--- src/rtl/tod_counter_if.sv ---
// Load handshake bundle for tod_counter: the time source drives valid/time, the counter
// answers with ready and a one-cycle error pulse for rejected values.
interface tod_counter_if;
  logic        load_valid;
  logic        load_ready;
  logic [23:0] load_time;
  logic        load_err;

  modport master (
    output load_valid,
    output load_time,
    input  load_ready,
    input  load_err
  );

  modport slave (
    input  load_valid,
    input  load_time,
    output load_ready,
    output load_err
  );
endinterface

--- src/rtl/tod_counter.sv ---
// BCD time-of-day counter: prescaled second tick, 12/24-hour format, edge-detected set
// buttons with pending counts, validated load. Alarm compiled in with `define TOD_ALARM_EN.
module tod_counter #(
  parameter int unsigned TICK_DIV = 100000000,
  parameter int unsigned DIV_W    = 27,
  parameter bit          MODE_12H = 1'b0
) (
  input  logic         CLK100MHZ,
  input  logic         RESET_BTN,
  input  logic         inc_min,
  input  logic         inc_hour,
  tod_counter_if.slave load_if,
  output logic [3:0]   hours2,
  output logic [3:0]   hours1,
  output logic [3:0]   mins2,
  output logic [3:0]   mins1,
  output logic [3:0]   secs2,
  output logic [3:0]   secs1,
  output logic         pm,
  output logic         sec_tick,
  output logic         day_wrap
`ifdef TOD_ALARM_EN
  ,
  input  logic         alarm_set,
  input  logic [15:0]  alarm_time,
  input  logic         alarm_clr,
  output logic         alarm
`endif
);

  localparam logic [3:0] RstH2 = MODE_12H ? 4'd1 : 4'd0;
  localparam logic [3:0] RstH1 = MODE_12H ? 4'd2 : 4'd0;

  logic [DIV_W-1:0] cnt_q, cnt_d;
  logic [3:0] h2_q, h2_d, h1_q, h1_d, m2_q, m2_d, m1_q, m1_d, s2_q, s2_d, s1_q, s1_d;
  logic       pm_q, pm_d;
  logic       sec_tick_q, sec_tick_d, day_wrap_q, day_wrap_d, load_err_q, load_err_d;
  logic       min_prev_q, hour_prev_q;
  logic [1:0] pend_min_q, pend_min_d, pend_hour_q, pend_hour_d;
  logic [1:0] min_tot, hour_tot;
  logic       tick, load_go, load_ok;
  logic [3:0] ld_h2;
  logic       ld_pm;
  logic [8:0] hour_next;
  logic       hour_wrap;

  function automatic logic hours_ok(input logic [3:0] h2, input logic [3:0] h1);
    if (h1 > 4'd9) return 1'b0;
    if (MODE_12H) return (h2 == 4'd0 && h1 != 4'd0) || (h2 == 4'd1 && h1 <= 4'd2);
    return (h2 < 4'd2) || (h2 == 4'd2 && h1 <= 4'd3);
  endfunction

  // Returns {pm, h2, h1} after one hour step in the configured format.
  function automatic logic [8:0] hour_inc(input logic [3:0] h2, input logic [3:0] h1,
                                          input logic p);
    logic [8:0] r;
    r = {p, h2, h1 + 4'd1};
    if (MODE_12H) begin
      if (h2 == 4'd1 && h1 == 4'd2)      r = {p, 4'd0, 4'd1};
      else if (h2 == 4'd1 && h1 == 4'd1) r = {~p, 4'd1, 4'd2};
      else if (h1 == 4'd9)               r = {p, 4'd1, 4'd0};
    end else begin
      if (h2 == 4'd2 && h1 == 4'd3)      r = {p, 4'd0, 4'd0};
      else if (h1 == 4'd9)               r = {p, h2 + 4'd1, 4'd0};
    end
    return r;
  endfunction

  assign tick      = (cnt_q == DIV_W'(TICK_DIV - 1));
  assign min_tot   = pend_min_q + {1'b0, inc_min & ~min_prev_q};
  assign hour_tot  = pend_hour_q + {1'b0, inc_hour & ~hour_prev_q};
  assign hour_next = hour_inc(h2_q, h1_q, pm_q);
  assign hour_wrap = MODE_12H ? (h2_q == 4'd1 && h1_q == 4'd1 && pm_q)
                              : (h2_q == 4'd2 && h1_q == 4'd3);

  assign ld_h2   = MODE_12H ? {1'b0, load_if.load_time[22:20]} : load_if.load_time[23:20];
  assign ld_pm   = MODE_12H & load_if.load_time[23];
  assign load_ok = hours_ok(ld_h2, load_if.load_time[19:16]) &&
                   load_if.load_time[15:12] <= 4'd5 && load_if.load_time[11:8] <= 4'd9 &&
                   load_if.load_time[7:4] <= 4'd5 && load_if.load_time[3:0] <= 4'd9;

  assign load_if.load_ready = ~tick && pend_min_q == 2'd0 && pend_hour_q == 2'd0;
  assign load_go            = load_if.load_valid & load_if.load_ready;

  always_comb begin
    cnt_d       = cnt_q + DIV_W'(1);
    h2_d        = h2_q;
    h1_d        = h1_q;
    m2_d        = m2_q;
    m1_d        = m1_q;
    s2_d        = s2_q;
    s1_d        = s1_q;
    pm_d        = pm_q;
    sec_tick_d  = 1'b0;
    day_wrap_d  = 1'b0;
    load_err_d  = 1'b0;
    pend_min_d  = min_tot;
    pend_hour_d = hour_tot;

    if (load_go) begin
      if (load_ok) begin
        {h2_d, h1_d}         = {ld_h2, load_if.load_time[19:16]};
        {m2_d, m1_d}         = load_if.load_time[15:8];
        {s2_d, s1_d}         = load_if.load_time[7:0];
        pm_d                 = ld_pm;
        cnt_d                = '0;
      end else begin
        load_err_d = 1'b1;
      end
    end else if (tick) begin
      cnt_d      = '0;
      sec_tick_d = 1'b1;
      if (s1_q != 4'd9) s1_d = s1_q + 4'd1;
      else begin
        s1_d = 4'd0;
        if (s2_q != 4'd5) s2_d = s2_q + 4'd1;
        else begin
          s2_d = 4'd0;
          if (m1_q != 4'd9) m1_d = m1_q + 4'd1;
          else begin
            m1_d = 4'd0;
            if (m2_q != 4'd5) m2_d = m2_q + 4'd1;
            else begin
              m2_d               = 4'd0;
              {pm_d, h2_d, h1_d} = hour_next;
              day_wrap_d         = hour_wrap;
            end
          end
        end
      end
    end else if (min_tot != 2'd0) begin
      // Minutes win over hours; the hour request stays counted for a later cycle.
      pend_min_d = min_tot - 2'd1;
      if (m1_q != 4'd9) m1_d = m1_q + 4'd1;
      else begin
        m1_d = 4'd0;
        m2_d = (m2_q == 4'd5) ? 4'd0 : m2_q + 4'd1;
      end
    end else if (hour_tot != 2'd0) begin
      pend_hour_d        = hour_tot - 2'd1;
      {pm_d, h2_d, h1_d} = hour_next;
    end
  end

  always_ff @(posedge CLK100MHZ) begin
    if (RESET_BTN) begin
      cnt_q       <= '0;
      h2_q        <= RstH2;
      h1_q        <= RstH1;
      m2_q        <= 4'd0;
      m1_q        <= 4'd0;
      s2_q        <= 4'd0;
      s1_q        <= 4'd0;
      pm_q        <= 1'b0;
      sec_tick_q  <= 1'b0;
      day_wrap_q  <= 1'b0;
      load_err_q  <= 1'b0;
      min_prev_q  <= 1'b0;
      hour_prev_q <= 1'b0;
      pend_min_q  <= 2'd0;
      pend_hour_q <= 2'd0;
    end else begin
      cnt_q       <= cnt_d;
      h2_q        <= h2_d;
      h1_q        <= h1_d;
      m2_q        <= m2_d;
      m1_q        <= m1_d;
      s2_q        <= s2_d;
      s1_q        <= s1_d;
      pm_q        <= pm_d;
      sec_tick_q  <= sec_tick_d;
      day_wrap_q  <= day_wrap_d;
      load_err_q  <= load_err_d;
      min_prev_q  <= inc_min;
      hour_prev_q <= inc_hour;
      pend_min_q  <= pend_min_d;
      pend_hour_q <= pend_hour_d;
    end
  end

  assign hours2           = h2_q;
  assign hours1           = h1_q;
  assign mins2            = m2_q;
  assign mins1            = m1_q;
  assign secs2            = s2_q;
  assign secs1            = s1_q;
  assign pm               = pm_q;
  assign sec_tick         = sec_tick_q;
  assign day_wrap         = day_wrap_q;
  assign load_if.load_err = load_err_q;

`ifdef TOD_ALARM_EN
  logic [16:0] al_q;
  logic        armed_q, alarm_q, al_ok, alarm_hit;
  logic [3:0]  al_h2;
  logic        al_pm;

  assign al_h2 = MODE_12H ? {1'b0, alarm_time[14:12]} : alarm_time[15:12];
  assign al_pm = MODE_12H & alarm_time[15];
  assign al_ok = hours_ok(al_h2, alarm_time[11:8]) &&
                 alarm_time[7:4] <= 4'd5 && alarm_time[3:0] <= 4'd9;
  // Only the tick path can raise the alarm; button steps never match.
  assign alarm_hit = tick && armed_q && s2_d == 4'd0 && s1_d == 4'd0 &&
                     {pm_d, h2_d, h1_d, m2_d, m1_d} == al_q;

  always_ff @(posedge CLK100MHZ) begin
    if (RESET_BTN) begin
      al_q    <= '0;
      armed_q <= 1'b0;
      alarm_q <= 1'b0;
    end else begin
      if (alarm_set && al_ok) begin
        al_q    <= {al_pm, al_h2, alarm_time[11:0]};
        armed_q <= 1'b1;
      end
      if (alarm_hit)      alarm_q <= 1'b1;
      else if (alarm_clr) alarm_q <= 1'b0;
    end
  end

  assign alarm = alarm_q;
`endif

endmodule

--- src/flat_wrapper.sv ---
// flat-port wrapper written by rule: the top's interface ports become plain ports
module tod_counter_flat 
#(
  parameter int unsigned TICK_DIV = 100000000,
  parameter int unsigned DIV_W    = 27,
  parameter bit          MODE_12H = 1'b0
)
  (CLK100MHZ, RESET_BTN, inc_min, inc_hour, hours2, hours1, mins2, mins1, secs2, secs1, pm, sec_tick, day_wrap, load_if_load_valid, load_if_load_time, load_if_load_ready, load_if_load_err);
  tod_counter_if load_if_i ();
  input  logic CLK100MHZ;
  input  logic RESET_BTN;
  input  logic inc_min;
  input  logic inc_hour;
  output logic [3:0] hours2;
  output logic [3:0] hours1;
  output logic [3:0] mins2;
  output logic [3:0] mins1;
  output logic [3:0] secs2;
  output logic [3:0] secs1;
  output logic pm;
  output logic sec_tick;
  output logic day_wrap;
  input wire logic [$bits(load_if_i.load_valid)-1:0] load_if_load_valid;
  input wire logic [$bits(load_if_i.load_time)-1:0] load_if_load_time;
  output wire logic [$bits(load_if_i.load_ready)-1:0] load_if_load_ready;
  output wire logic [$bits(load_if_i.load_err)-1:0] load_if_load_err;
  assign load_if_i.load_valid = load_if_load_valid;
  assign load_if_i.load_time = load_if_load_time;
  assign load_if_load_ready = load_if_i.load_ready;
  assign load_if_load_err = load_if_i.load_err;
  tod_counter #(.TICK_DIV(TICK_DIV), .DIV_W(DIV_W), .MODE_12H(MODE_12H)) u_core (.CLK100MHZ(CLK100MHZ), .RESET_BTN(RESET_BTN), .inc_min(inc_min), .inc_hour(inc_hour), .load_if(load_if_i), .hours2(hours2), .hours1(hours1), .mins2(mins2), .mins1(mins1), .secs2(secs2), .secs1(secs1), .pm(pm), .sec_tick(sec_tick), .day_wrap(day_wrap));
endmodule
--- config.mk ---
export PLATFORM = sky130hd
export DESIGN_NAME = tod_counter_flat
export DESIGN_NICKNAME = d
export VERILOG_FILES = /design/src/rtl/tod_counter_if.sv /design/src/rtl/tod_counter.sv /design/src/flat_wrapper.sv
export SDC_FILE = /design/constraint.sdc
export NUM_CORES = 1
export LEC_CHECK = 0
export CAP_MARGIN = 10
export CORE_MARGIN = 5
export CORE_UTILIZATION = 30
export DETAILED_ROUTE_END_ITERATION = 6
export PLACE_DENSITY_LB_ADDON = 0.3
export SYNTH_ARGS = -nofsm -noshare
export SYNTH_HDL_FRONTEND = slang
export SYNTH_SLANG_ARGS = --single-unit
--- constraint.sdc ---
create_clock -name CLK100MHZ -period 3 [get_ports CLK100MHZ]
set_input_delay 0.6 -clock CLK100MHZ [delete_from_list [all_inputs] [get_ports CLK100MHZ]]
set_output_delay 0.6 -clock CLK100MHZ [all_outputs]
set_load 0.01 [all_outputs]
==> reports/results.txt, run 1 <==
The basic-gate share of the synthesized area counting and, or, nand and nor cells came out at 31.2%. In the post-synthesis netlist, the biggest area contributors are sky130_fd_sc_hd__dfxtp_1 (36%), sky130_fd_sc_hd__nor2_1 (5.9%), sky130_fd_sc_hd__xnor2_1 (4.2%). The slowest stage of the critical path is the sky130_fd_sc_hd__clkdlybuf4s50_1 cell.

In this run the remaining antenna-violating nets after routing total 0. The sort of element at the start of the critical path was a flop. Buffers inserted during clock tree synthesis total 9. Prior to clock tree synthesis, the placed netlist has a worst setup slack of 0.00886 ns. The first global-routing pass estimated 14,800 microns of wire.

For the pin with the worst max-slew slack, the measured transition is 0.725 ns. The initial antenna violation count is 0. Setup violations remaining at the end of the flow were counted as 0. In the global route stage, met3 resource usage came out at 3.60%. The XOR/XNOR share of the synthesized area works out to 8.08%.

Summing all multi-input logic gate instances after layout gives 2020 sq um. For the worst setup path, the data required time is 2.40 ns. TritonCTS built the clock tree.

In the global route stage, met2 resource usage came out at 22.4%. The maximum net fanout on the critical path came out at 4. After synthesis, the largest family of logic cells by area is simple AND/OR/NAND/NOR gates. Power spread over the standard cell area amounts to 485 nW/um^2. The number of vias per cell was 5.16.

Synthesis produced 401 cells. The number of flops mapped to enable cells by yosys is 0, and the fraction of the mapped netlist area in compound gates is 15.8%. Count of unresolved DRC violations after routing: 0. The tools report the endpoint arrival time on the critical path as 2.26 ns. The worst setup path is captured at an output pin. For the total of warnings raised by yosys, the log shows 0.

In the final routed layout, each cell accounts on average for 14.7 microns. For the number of rows created at floorplan, the log shows 38. The tools report the number of ports placed on the die boundary as 58. Layout net count: 499.

The initial detailed-routing violation count is 151, and the number of port buffers is 56. For the final hold slack, the log shows 0.478 ns. The logs give 6560 microns for the final HPWL from detailed placement and 51.2% for the relative slew slack. The die is 116 microns tall. The worst supply voltage drop on vdd was 0.237 mV; the number of cells on the worst hold path was 1. The run gives 1.51 nW as the static power due to leakage. In this run the worst hold path is classified as reg -> reg. After filler insertion, the fill cell instance count of the layout stands at 1,125. The tools report the initial standard-cell utilization of the core as 30.8%. The cell taking the most area after synthesis is sky130_fd_sc_hd__dfxtp_1. The worst clock skew on the final layout came out at 0.0153 ns. The hold buffer count at CTS came out at 0. Dividing the final minimum period by the clock period gives 95.4%. Counting cells, the worst reg-to-reg path comes to 7. The synthesized netlist devotes 2.61% of its cell area to adder and majority cells. The largest net degree at the start of global routing was 28; the average cell area after synthesis was 8.37 sq um. The area share of the largest cell type after synthesis was 35.8%; the aggregate global-route resource usage was 13.6%.

The most used flip-flop cell after synthesis is sky130_fd_sc_hd__dfxtp_1. The maximum clock insertion buffer count was 2; the fraction of final layout cells sized beyond drive strength 1 was 10.0%. In this run, distinct cell masters in the synthesized netlist total 68. The number of global-route vias before repair was 3,011; the met1 usage was 17.8%.

Largest stage delay on the critical path: 0.48 ns. Walking the worst path, the cells encountered are ha_1 -> nand3_4 -> nor4_4 -> nand2_2 -> and2_1 -> clkdlybuf4s50_1. The die area was 13,400 sq um. In this run, synthesis produced a sequential element count of 60. The async set or reset register ratio after synthesis was 0%. Clock-pin slew was measured on the worst setup and hold paths at 0.07 ns. The clock reaches the later pin of the worst-skew pair after 0.34 ns. The cell area that synthesis handed to floorplanning was 3360 sq um. The total overflow left after global routing is 0. The buffer cell driving the clock tree root is sky130_fd_sc_hd__clkbuf_8.

For the number of violations of the max-capacitance limit, the log shows 0. Counting every sink on the clock net gives 60. Based on the critical path, the design can be clocked at up to 0.349 GHz. In this run the standard cell core region covers 10,900 sq um. By startpoint and endpoint, the worst setup path is classified as reg -> out.

For the finished layout, the period the worst path requires is 2.86 ns. After synthesis, flip-flops and latches occupy 35.8% of the total area. The flow ran to the end, and the final reports show no timing, DRC or antenna violations. For the count of inserted antenna diode cells, the log shows 0. The logs give 437 for the synthesized net count and 1200 sq um for the flip-flop and latch area. Setup slack closes at 0.137 ns. In this run, post-CTS repair resized a total of 0 instances. The most common cell in the synthesized netlist is sky130_fd_sc_hd__dfxtp_1. In this run the horizontal extent of the chip is 116 microns.

The routed layout has 3,138 vias. Layer carrying the most global-route usage: met2. Of the post-synthesis cell area, the part taken by muxes is 2.42%.

The logs give 8910 microns for the total detailed-routing wirelength and 0 for the number of buffers inserted to repair setup after CTS. Counting instances in the post-synthesis netlist gives the leading cell types as sky130_fd_sc_hd__dfxtp_1 (60), sky130_fd_sc_hd__nor2_1 (53), sky130_fd_sc_hd__nand2_1 (33), sky130_fd_sc_hd__a21oi_1 (27), sky130_fd_sc_hd__nand3_1 (17). The final max-slew violation count is 0. The congestion estimate from routability-driven global placement came to 0.830.

Relative to the synthesized area, the layout overhead comes to 28.4%. The logs give 4 for the first-pass iteration count of the detailed router and 0 for the total count of hold-check failures in the final report. The tools report the utilization after layout as 39.6%. The maximum level of the CTS H-tree came out at 3.
-- routing by layer --
metal	part of all wire (%)	routed length, microns
met1	45	4050
met2	47	4200
met3	6.8	606
met4	0.59	53
met5	0	0
-- where the power goes --
part | switching (W) | internal, W | total, W
logic | 0.000190 | 0.000192 | 0.000382
clock network | 0.000340 | 0.000490 | 0.000830
registers | 0.0000509 | 0.000830 | 0.000881
-- critical path, delay by kind of cell, from the launching register on --
kind | cells | cell delay (ns)
flip-flops | 1 | 0.38
AND/OR/NAND/NOR | 4 | 0.81
buffers and inverters | 1 | 0.48
adder cells (fa/ha/maj) | 1 | 0.26
-- sequential cells by signal, indices dropped and copies added (netlist names) --
name and cells:
u_core.hours2 4, u_core.mins1 4, u_core.min_prev_q 1, u_core.pend_min_q 2, u_core.secs2 4, u_core.sec_tick 1
u_core.hour_prev_q 1, u_core.hours1 4, u_core.secs1 4, u_core.mins2 4, u_core.load_if.load_err 1, u_core.cnt_q 27
u_core.pend_hour_q 2, u_core.day_wrap 1
-- metrics by stage --
| stage | instance area (sq um) | TNS [ns] | power [W] | instances |
|---|---|---|---|---|
| 2_1_floorplan | 3360 | 0 | 0.00112 | 401 |
| 3_3_place_gp | 4070 | 0 | 0.00128 | 590 |
| 3_5_place_dp | 4070 | 0 | 0.00128 | 590 |
| 4_1_cts | 4300 | 0 | 0.00212 | 606 |
| 5_1_grt | 4310 | -0.00515 | 0.00220 | 608 |
| 6_report | 4310 | 0 | 0.00209 | 608 |
-- path summary, 6_finish.rpt --
path / startpoint / to / slack (ns)
setup / recovery: u_core.cnt_q[0] / load_if_load_ready / 0.14
hold / removal: u_core.cnt_q[0] / u_core.cnt_q[0] / 0.48
setup reg to reg: u_core.cnt_q[0] / u_core.mins2[0] / 0.49
hold reg to reg: u_core.cnt_q[0] / u_core.cnt_q[0] / 0.48
-- kinds of logic after synthesis --
group                      count (synthesis)
AOI/OAI and AO/OA                         79
xor gates and xnor gates                  31
adders and majority gates                  7
buffers and inverters                     26
DFF                                       60
muxes                                      8
other                                      1
and+or+nand+nor                          189
-- cell type report --
type	instances	area share, %
multi-input cells	315	46.9
repair buffers	66	15.0
clock inverters	6	2.00
well taps	140	4.06
flip-flops and latches	60	27.9
clock buffers	10	3.19
inverters	11	0.957
-- cells in the final DEF, fill, tap and decap left out, types with 12 or more instances in the layout --
| master | count |
|---|---|
| sky130_fd_sc_hd__xnor2_1 | 16 |
| sky130_fd_sc_hd__xor2_1 | 15 |
| sky130_fd_sc_hd__o21ai_0 | 16 |
| sky130_fd_sc_hd__nor3_1 | 12 |
| sky130_fd_sc_hd__nor2_1 | 53 |
| sky130_fd_sc_hd__dfxtp_1 | 60 |
| sky130_fd_sc_hd__a21oi_1 | 27 |
| sky130_fd_sc_hd__nand3_1 | 17 |
| sky130_fd_sc_hd__clkdlybuf4s50_1 | 56 |
| sky130_fd_sc_hd__nand2_1 | 33 |
No activity file was read; power rests on OpenSTA's default activity.
==> run 2: changes to the inputs <==
- CTS_CLUSTER_SIZE: unset -> 24
- MAX_ROUTING_LAYER: unset -> met4
- RECOVER_POWER: unset -> 100
==> run 2 against run 1 <==
Compared with the run above:
- global-route usage rose by 0.39 points
- largest power group unchanged
- clock power about the same
- total power is 0.29% lower
- combinational power shrank 2%
- cell area is 0.44% lower
- critical path depth stayed put
- utilization shrank 0.17 points
- via count is 0.22% higher
- fmax barely moved
- largest cell class unchanged
- sequential power is essentially flat
- non-clock buffer count is the same
- die area unchanged
==> reports/results.txt, run 2 (same netlist as run 1, synthesis figures left out) <==
The final layout contains routed wiring with a total length of 8910 microns. Number of resized instances in the post-cts repair step: 0. Walking the worst path, the cells encountered are ha_1 -> nand3_4 -> nor4_4 -> nand2_2 -> and2_1 -> clkdlybuf4s50_1. Once routing completed, OpenROAD measured the worst setup slack at 0.140 ns. The run finished with clean final reports. The tools report the maximum clock insertion buffer count as 2. The tools report the achievable clock frequency as 0.350 GHz. The die covers 13,400 sq um. For this run, design rule violations remaining after detail routing come to 0. The initial antenna violation count is 0. The number of buffer and inverter instances along the worst setup path came out at 1. The global route total overflow is 0, and the chip height is 116 microns. The tools report the final HPWL from detailed placement as 6560 microns. The worst min-delay path category was reg -> reg. The critical path in this run is classified as reg -> out. In this run the static leakage power is 1.52 nW.

The largest individual stage delay along the critical path comes from the cell sky130_fd_sc_hd__clkdlybuf4s50_1. The wire length per cell was 14.7 microns. The library cells used most frequently in the layout, excluding fill and tap cells, are sky130_fd_sc_hd__dfxtp_1 (60), sky130_fd_sc_hd__nor2_1 (53), sky130_fd_sc_hd__clkdlybuf4s50_1 (48), sky130_fd_sc_hd__nand2_1 (33), sky130_fd_sc_hd__a21oi_1 (27). Overall power consumption after layout is estimated at 0.00209 W. Before CTS, the worst setup slack after placement is 0.00886 ns. The tools report the buffer cell driving the clock tree root as sky130_fd_sc_hd__clkbuf_8.

Cells fill 39.4% of the core in the end. Cells with a size suffix above 1 make up 9.40% of the layout. For the final database, setup skew stands at 0.0160 ns. Routability-driven placement finished with a final weighted congestion of 0.843. The tools report the endpoint arrival time on the critical path as 2.26 ns. The clock tree synthesis step divided the H-tree into 3 levels. Entering global routing, the biggest net connects 28 pins. Clock tree synthesis found a total of 60 sinks. Setup violations remaining at the end of the flow were counted as 0.

For the first-pass iteration count of the detailed router, the log shows 5. Relative to the synthesized area, the layout overhead comes to 27.9%. The critical path capture point type is an output pin. TritonCTS built the clock tree.

The worst register-to-register path begins at u_core.cnt_q[0]. Aggregate global-route resource usage: 14.0%. 0 antenna diodes ended up in the layout.

The number of port buffers came out at 56. The first global-routing pass estimated 14,800 microns of wire. In this run the power density over the cells is 486 nW/um^2. The number of violations of the max-capacitance limit came out at 0. Using the TritonRoute via totals, the vias-per-cell ratio works out to 5.17.

For the total count of hold-check failures in the final report, the log shows 0. Among cell families on the critical path, the largest total delay comes from simple AND/OR/NAND/NOR gates. The detail route stage leaves a number of antenna-violating nets equal to 0. Largest stage delay on the critical path: 0.48 ns. The run gives 58 as the number of ports placed on the die boundary. Measured against its own limit, the worst slew margin works out to 49.7%.

The horizontal die dimension is 116 microns. The final route contains 3,145 vias. The worst supply voltage drop on vdd was 0.237 mV; the required time at the endpoint of the critical path was 2.40 ns. The flip-flop count of the largest register after layout is 27, and the number of rows created at floorplan is 38.

In the final design database the tool counted 499 nets. The number of global-route vias before repair is 3,013, and the insertion delay to the later sink of the worst-skew pair is 0.35 ns. Clock tree synthesis inserted a total of 9 buffers. The logs give 1,130 for the fill cell total of the finished layout and 152 for the initial detailed-routing violation count.

After layout, the minimum clock period comes to 2.86 ns. The core region is 10,900 sq um. The worst setup path is launched from a flop. The actual transition at the worst max-transition pin is 0.755 ns.

In this run the worst setup path begins at u_core.cnt_q[0]. The initial standard-cell utilization of the core is 30.8%, and the clock transition time at the flip-flop clock pins of the worst setup and hold paths is 0.07 ns. In the finished design, the share of the clock period the worst path needs comes to 95.3%.

The library cell used most frequently in the layout, excluding fill and tap cells, is sky130_fd_sc_hd__dfxtp_1. Of all nets on the critical path, the largest fanout is 4. The startpoint of the most critical hold path was u_core.cnt_q[0]. The tools report the final max-slew violation count as 0. Register ranked first by flip-flop count: u_core.cnt_q.
-- run 2: through the flow --
stage / cells / instance area [sq um] / hold WS (ns) / setup TNS, ns
4_1_cts: 606 / 4300 / 0.478 / 0
5_1_grt: 608 / 4290 / 0.519 / -0.00222
3_5_place_dp: 590 / 4070 / 0.462 / 0
2_1_floorplan: 401 / 3360 / 0.430 / 0
3_3_place_gp: 590 / 4070 / 0.443 / 0
6_report: 608 / 4290 / 0.478 / 0
-- run 2: final cells by class --
class / count / area, sq um / share of cell area, %
Tap cell: 140 / 175 / 4.08
Multi-Input combinational cell: 315 / 2010 / 46.8
Timing Repair Buffer: 66 / 644 / 15.0
Clock inverter: 6 / 86.3 / 2.01
Clock buffer: 10 / 138 / 3.21
Sequential cell: 60 / 1200 / 28.0
Inverter: 11 / 41.3 / 0.962
-- run 2: repair_timing --
item	CTS	global route
hold buffers	0	0
endpoints found under the setup margin	0	1
buffers inserted	0	2
-- run 2: final timing paths --
kind	to	cells past startpoint	slack, ns
hold / removal	u_core.cnt_q[0]	1	0.48
setup / recovery	load_if_load_ready	6	0.14
hold reg to reg	u_core.cnt_q[0]	1	0.48
setup reg to reg	u_core.mins2[3]	7	0.29
-- run 2: metal layers --
metal / vias up / global-route usage, % / part of all wire [%]
met3: 8 / 3.60 / 6.1
met2: 80 / 22.4 / 47
met5: - / - / 0
met1: 1495 / 17.7 / 46
li1: 1562 / - / -
met4: 0 / 3.25 / 0.96
-- run 2: report_power, final --
part / switching, W / internal [W] / total, W
combinational: 0.000189 / 0.000187 / 0.000376
sequential: 0.0000508 / 0.000831 / 0.000881
clock: 0.000339 / 0.000490 / 0.000830
